==> config.mk <==
export PLATFORM = sky130hd
export DESIGN_NAME = seg_scan_mux
export DESIGN_NICKNAME = d
export VERILOG_FILES = /design/src/rtl/seg_pkg.sv /design/src/rtl/seg_hex_decode.sv /design/src/rtl/seg_scan_mux.sv
export SDC_FILE = /design/constraint.sdc
export NUM_CORES = 1
export LEC_CHECK = 0
export CORE_MARGIN = 8
export CORE_UTILIZATION = 58
export DETAILED_ROUTE_END_ITERATION = 16
export PLACE_DENSITY = 0.84
export SLEW_MARGIN = 20
export SYNTH_ARGS = -nofsm -noshare
export SYNTH_HDL_FRONTEND = slang
export SYNTH_HIERARCHICAL = 1
export SYNTH_SLANG_ARGS = --single-unit
==> constraint.sdc <==
create_clock -name clk -period 11.45 [get_ports clk]
set_input_delay 2.29 -clock clk [delete_from_list [all_inputs] [get_ports clk]]
set_output_delay 2.29 -clock clk [all_outputs]
set_load 0.005 [all_outputs]
==> src/rtl/seg_pkg.sv <==
// Shared types and constants for the seg_scan_mux 7-segment scanner.
// Holds the hex-to-segment table, the blank pattern and a width helper.
package seg_pkg;

   typedef enum logic {
      ST_GAP   = 1'b0,
      ST_DRIVE = 1'b1
   } scan_state_t;

   localparam logic [6:0] SEG_OFF = 7'h7F;

   // Active-low {g,f,e,d,c,b,a}; entry 15 first, entry 0 last.
   localparam logic [15:0][6:0] SEG_LUT = {
      7'h0E, 7'h06, 7'h21, 7'h46,
      7'h03, 7'h08, 7'h10, 7'h00,
      7'h78, 7'h02, 7'h12, 7'h19,
      7'h30, 7'h24, 7'h79, 7'h40
   };

   function automatic int clog2_min1(input int value);
      int bits;
      bits = 0;
      for (int i = 0; i < 32; i++) begin
         if ((64'd1 << bits) < 64'(value)) bits = bits + 1;
      end
      return (bits == 0) ? 1 : bits;
   endfunction

endpackage

==> src/rtl/seg_hex_decode.sv <==
// Combinational 4-bit nibble to active-low 7-segment pattern.
// Pure table lookup so the top can place it after its digit mux.
module seg_hex_decode
   import seg_pkg::*;
(
   input  logic [3:0] nibble_i,
   output logic [6:0] seg_o
);

   assign seg_o = SEG_LUT[nibble_i];

endmodule

==> src/rtl/seg_scan_mux.sv <==
// Time-multiplexed common-anode 7-segment scanner with ghost blanking and
// frame-boundary input capture. Define SEG_DIM_EN to add the bright PWM input.
module seg_scan_mux
   import seg_pkg::*;
#(
   parameter int NUM_DIGITS = 4,
   parameter int CLK_HZ     = 100_000_000,
   parameter int REFRESH_HZ = 1000,
   parameter int GAP_CYC    = 16
) (
   input  logic                    clk,
   input  logic                    rst_n,
   input  logic [4*NUM_DIGITS-1:0] digits,
   input  logic [NUM_DIGITS-1:0]   dp_in,
   input  logic [NUM_DIGITS-1:0]   blank_in,
`ifdef SEG_DIM_EN
   input  logic [2:0]              bright,
`endif
   output logic [6:0]              seg_cat,
   output logic                    seg_dp,
   output logic [NUM_DIGITS-1:0]   seg_an,
   output logic                    frame_strobe
);

   localparam int SLOT   = CLK_HZ / (REFRESH_HZ * NUM_DIGITS);
   localparam int SLOT_W = clog2_min1(SLOT);
   localparam int IDX_W  = clog2_min1(NUM_DIGITS);

   localparam logic [SLOT_W-1:0] SLOT_LAST = SLOT_W'(SLOT - 1);
   localparam logic [SLOT_W-1:0] GAP_LAST  = SLOT_W'(GAP_CYC - 1);
   localparam logic [IDX_W-1:0]  IDX_LAST  = IDX_W'(NUM_DIGITS - 1);

   logic [SLOT_W-1:0]       slot_cnt_q, slot_cnt_d;
   logic [IDX_W-1:0]        idx_q, idx_d;
   scan_state_t             state_q, state_d;
   logic                    slot_last, idx_last, frame_wrap;

   logic [4*NUM_DIGITS-1:0] digits_s_q, digits_s_d;
   logic [NUM_DIGITS-1:0]   dp_s_q, dp_s_d;
   logic [NUM_DIGITS-1:0]   blank_s_q, blank_s_d;

   logic [6:0]              seg_cat_q, seg_cat_d;
   logic                    seg_dp_q, seg_dp_d;
   logic [NUM_DIGITS-1:0]   seg_an_q, seg_an_d;
   logic                    frame_strobe_q, frame_strobe_d;

   logic [3:0]              nibble_mux;
   logic [6:0]              dec_seg;
   logic                    pwm_ok;

`ifdef SEG_DIM_EN
   logic [2:0]              pwm_q, pwm_d;
   logic [2:0]              bright_s_q, bright_s_d;
`endif

   // Prescaler, digit index and GAP/DRIVE sequencing.
   always_comb begin
      slot_last  = (slot_cnt_q == SLOT_LAST);
      idx_last   = (idx_q == IDX_LAST);
      frame_wrap = slot_last && idx_last;

      slot_cnt_d = slot_last ? '0 : slot_cnt_q + 1'b1;
      idx_d      = idx_q;
      if (slot_last) begin
         idx_d = idx_last ? '0 : idx_q + 1'b1;
      end

      state_d = state_q;
      unique case (state_q)
         ST_GAP:   if (slot_cnt_q == GAP_LAST) state_d = ST_DRIVE;
         ST_DRIVE: if (slot_last) state_d = ST_GAP;
         default:  state_d = ST_GAP;
      endcase
   end

   // Snapshots only move at the frame boundary, so a frame never tears.
   always_comb begin
      digits_s_d = digits_s_q;
      dp_s_d     = dp_s_q;
      blank_s_d  = blank_s_q;
      if (frame_wrap) begin
         digits_s_d = digits;
         dp_s_d     = dp_in;
         blank_s_d  = blank_in;
      end
   end

`ifdef SEG_DIM_EN
   always_comb begin
      bright_s_d = frame_wrap ? bright : bright_s_q;
      pwm_d      = (state_d == ST_DRIVE) ? pwm_q + 3'd1 : pwm_q;
      pwm_ok     = (pwm_d <= bright_s_q);
   end
`else
   assign pwm_ok = 1'b1;
`endif

   assign nibble_mux = digits_s_q[4*int'(idx_d) +: 4];

   seg_hex_decode u_decode (
      .nibble_i (nibble_mux),
      .seg_o    (dec_seg)
   );

   // Outputs are computed from next-state so the registered pins line up with slot_cnt.
   always_comb begin
      seg_an_d       = '1;
      seg_cat_d      = SEG_OFF;
      seg_dp_d       = 1'b1;
      frame_strobe_d = (idx_d == IDX_LAST) && (slot_cnt_d == SLOT_LAST);
      if (state_d == ST_DRIVE) begin
         seg_cat_d = dec_seg;
         seg_dp_d  = ~dp_s_q[idx_d];
         if (!blank_s_q[idx_d] && pwm_ok) begin
            seg_an_d[idx_d] = 1'b0;
         end
      end
   end

   always_ff @(posedge clk) begin
      if (!rst_n) begin
         slot_cnt_q     <= '0;
         idx_q          <= '0;
         state_q        <= ST_GAP;
         digits_s_q     <= '0;
         dp_s_q         <= '0;
         blank_s_q      <= '0;
         seg_cat_q      <= SEG_OFF;
         seg_dp_q       <= 1'b1;
         seg_an_q       <= '1;
         frame_strobe_q <= 1'b0;
`ifdef SEG_DIM_EN
         pwm_q          <= '0;
         bright_s_q     <= '0;
`endif
      end else begin
         slot_cnt_q     <= slot_cnt_d;
         idx_q          <= idx_d;
         state_q        <= state_d;
         digits_s_q     <= digits_s_d;
         dp_s_q         <= dp_s_d;
         blank_s_q      <= blank_s_d;
         seg_cat_q      <= seg_cat_d;
         seg_dp_q       <= seg_dp_d;
         seg_an_q       <= seg_an_d;
         frame_strobe_q <= frame_strobe_d;
`ifdef SEG_DIM_EN
         pwm_q          <= pwm_d;
         bright_s_q     <= bright_s_d;
`endif
      end
   end

   assign seg_cat      = seg_cat_q;
   assign seg_dp       = seg_dp_q;
   assign seg_an       = seg_an_q;
   assign frame_strobe = frame_strobe_q;

endmodule
==> metrics.csv <==
stage,metric,value,unit
pwr,Pwr per Cell Area,112,nW/um^2
drt,DR vias/cell,5.59,
pwr,overall power,0.354,mW
pwr,Leakage,1.05,nW
drt,wire per inst,14.5,um
critical_path,Worst EP arrival,4.85,ns
critical_path,slowest CP cell,clkdlybuf4s50_1,
clocking,Sink Count,55,
layout,share of layout cells above drive strength 1,0.0706,
sta,Final Cycle Share,0.408,
sta,Slew Limit Fails,0,
global_routing,first-pass GRT wire length,9.60,mm
critical_path,crit end category,register,
layout,nets,360,
sta,RSZ-0062 raised after global routing,false,
critical_path,Critical Path RT,11.63,ns
placed_design,placer congestion estimate,0.918,
sta,Clock Skew,0.00429,ns
placed_design,HPWL after DPL,4.03,mm
clocking,Num CTS Buffers,5,
sta,fmax,214,MHz
critical_path,"delay-heaviest family, CP",buffers and inverters,
placed_design,dpl ws,6.46,ns
floorplan,Die Span Y,84.0,um
run_status,status,"complete, no violations",
clocking,postcts setup bufs,0,
critical_path,r2r setup slk,7.20,ns
synth,async set-reset flop share out of synthesis,0,
clocking,TritonCTS clock tree,done,
drt,Remaining DRCs,0,
drt,1st-pass router iterations,4,
layout,Util after Layout,0.715,
synth,number of synthesized flops with an enable pin,0,
synth,"flops & latches, synth",55,
sta,setup tns final,0,ns
sta,Rel. slew slack,0.288,
synth,top_reg_cell synth,dfxtp_1,
global_routing,M3 GR Usage,0.0371,
global_routing,met2 Use GR,0.245,
floorplan,Die Span X,84.0,um
sta,setup ws final,6.78,ns
hold_path,Hold WC Path Type,reg -> reg,
floorplan,Die ar.,7050,sq um
synth,Mapped Area,2680,sq um
global_routing,GRT Total Usage,0.160,
clocking,H-tree Lvls,2,
synth,sequential fraction of the synthesis area,0.411,
global_routing,antenna violations before repair,0,
synth,syn_area_per_cell,8.97,sq um
clocking,clock latency at the later pin of the worst-skew pair,0.30,ns
sta,Worst-Margin Slew,1.06,ns
global_routing,vias in the first global route,2059,
critical_path,CP Class,in -> reg,
placed_design,Port Buffer Count,38,
drt,1st-iter DRT viols,118,
global_routing,met1 Usage GRT,0.211,
run,max-cap check violation count,0,
critical_path,Crit Path Max Fanout,37,
clocking,# hold bufs at CTS,0,
layout,P&R area growth vs syn,17.6,%
sta,"Hold Violations, Final",0,
critical_path,"Critical Path, Cell by Cell",clkdlybuf4s50_1 > nor4b_1 > nand3b_1 > nor4_1 > a31oi_1 > or4_1,
clocking,CTS resizes,0,
global_routing,largest net degree at the start of global routing,38,
layout,"commonest non-fill, non-tap cell in the layout",dfxtp_1,
layout,ANT cells,0,
clocking,Root Driver,clkbuf_8,
global_routing,busiest grt layer,met2,
floorplan,IO Pins,39,
synth,Yosys cell types,52,
global_routing,total gr overflow,0,
floorplan,core footprint,4410,sq um
floorplan,number of core rows,24,
critical_path,Bufs and invs on worst path,1,
sta,min cycle time layout,4.67,ns
drt,WL final,5.50,mm
layout,"commonest cells after routing, fill and taps aside","dfxtp_1, nand2_1, clkdlybuf4s50_1",
drt,Final ANT Viol Nets,0,
pwr,Max VDD drop,0.0875,mV
critical_path,Setup crit start kind,primary input,
clocking,Max Buffers Root-to-Sink,2,
synth,Synth Net Count,334,
synth,yosys warns,6,
drt,routed via count,2112,
floorplan,Starting Density,0.607,
clocking,"CTS clk-pin slew, worst paths",0.09,ns
sta,setup violators final,0,
synth,cells after synthesis,299,
layout,fill cell count,345,
critical_path,CP max stage delay,1.17,ns
==> worst paths after layout <==
check	from	to	depth (start not counted)
worst max-delay path	rst_n	seg_an[1]	6
worst min-delay path	blank_s_q[0]	seg_an[0]	1
worst max register to register	slot_cnt_q[6]	seg_cat[3]	10
worst min register to register	blank_s_q[0]	seg_an[0]	1
==> routing by layer <==
layer	vias to the layer above	wire length, um
met5	-	0
met4	0	80
met3	8	314
met2	65	2520
met1	955	2580
li1	1084	-
==> cell type report <==
class	instances	area, sq um	share of cell area
flip-flops and latches	55	1100	0.349
clock inverters	2	60.1	0.0190
well taps	52	65.1	0.0206
repair buffers	38	380	0.121
clock buffers	6	72.6	0.0230
multi-input cells	219	1450	0.461
inverters	6	22.5	0.00714
==> synth_stat cells, types with 2 or more instances <==
cell type | instances | share of area
nand3b_1 | 2 | 0.0056
xor2_1 | 6 | 0.020
buf_6 | 3 | 0.013
or3_1 | 4 | 0.0093
mux2i_1 | 12 | 0.045
o21ai_0 | 8 | 0.015
nor3_1 | 6 | 0.011
clkbuf_1 | 9 | 0.013
and2_1 | 6 | 0.014
nor2b_1 | 3 | 0.0070
nand2_1 | 54 | 0.076
or2_2 | 7 | 0.016
a21boi_0 | 23 | 0.064
dfxtp_1 | 55 | 0.41
o211ai_1 | 5 | 0.014
ha_1 | 9 | 0.042
buf_2 | 5 | 0.0093
nand4_1 | 5 | 0.012
or4_1 | 5 | 0.014
nor4b_1 | 2 | 0.0065
a21oi_1 | 2 | 0.0037
nor4_1 | 2 | 0.0047
xnor2_1 | 8 | 0.026
o41ai_1 | 2 | 0.0065
nand3_1 | 13 | 0.024
inv_1 | 5 | 0.0070
nor2_1 | 13 | 0.018
==> sequential cells by signal, summed over array words and instances (netlist names) <==
| name | count |
|---|---|
| seg_cat | 7 |
| blank_s_q | 4 |
| seg_dp | 1 |
| idx_q | 2 |
| seg_an | 4 |
| digits_s_q | 16 |
| state_q | 1 |
| slot_cnt_q | 15 |
| dp_s_q | 4 |
| frame_strobe | 1 |
==> power by group <==
group | total [mW] | switching (mW) | internal, mW
Clock | 0.148 | 0.0604 | 0.0874
Combinational | 0.0137 | 0.00388 | 0.00981
Sequential | 0.193 | 0.000972 | 0.192
==> stage by stage <==
stage | std cells | hold slack, ns | cell area (sq um)
finish | 378 | 0.454 | 3150
floorplan | 299 | 0.416 | 2680
global route | 378 | 0.484 | 3150
detailed placement | 370 | 0.427 | 3020
CTS | 378 | 0.449 | 3150
global placement | 370 | 0.423 | 3020
==> logic make-up after synthesis <==
group,synth area share
AO/OA/AOI/OAI,0.124
XOR/XNOR,0.0457
adder cells (fa/ha/maj),0.0420
buffers and inverters,0.0476
flip-flops,0.411
multiplexers,0.0728
AND/OR/NAND/NOR,0.258
Note: power is estimated with default switching activity, not from simulation.
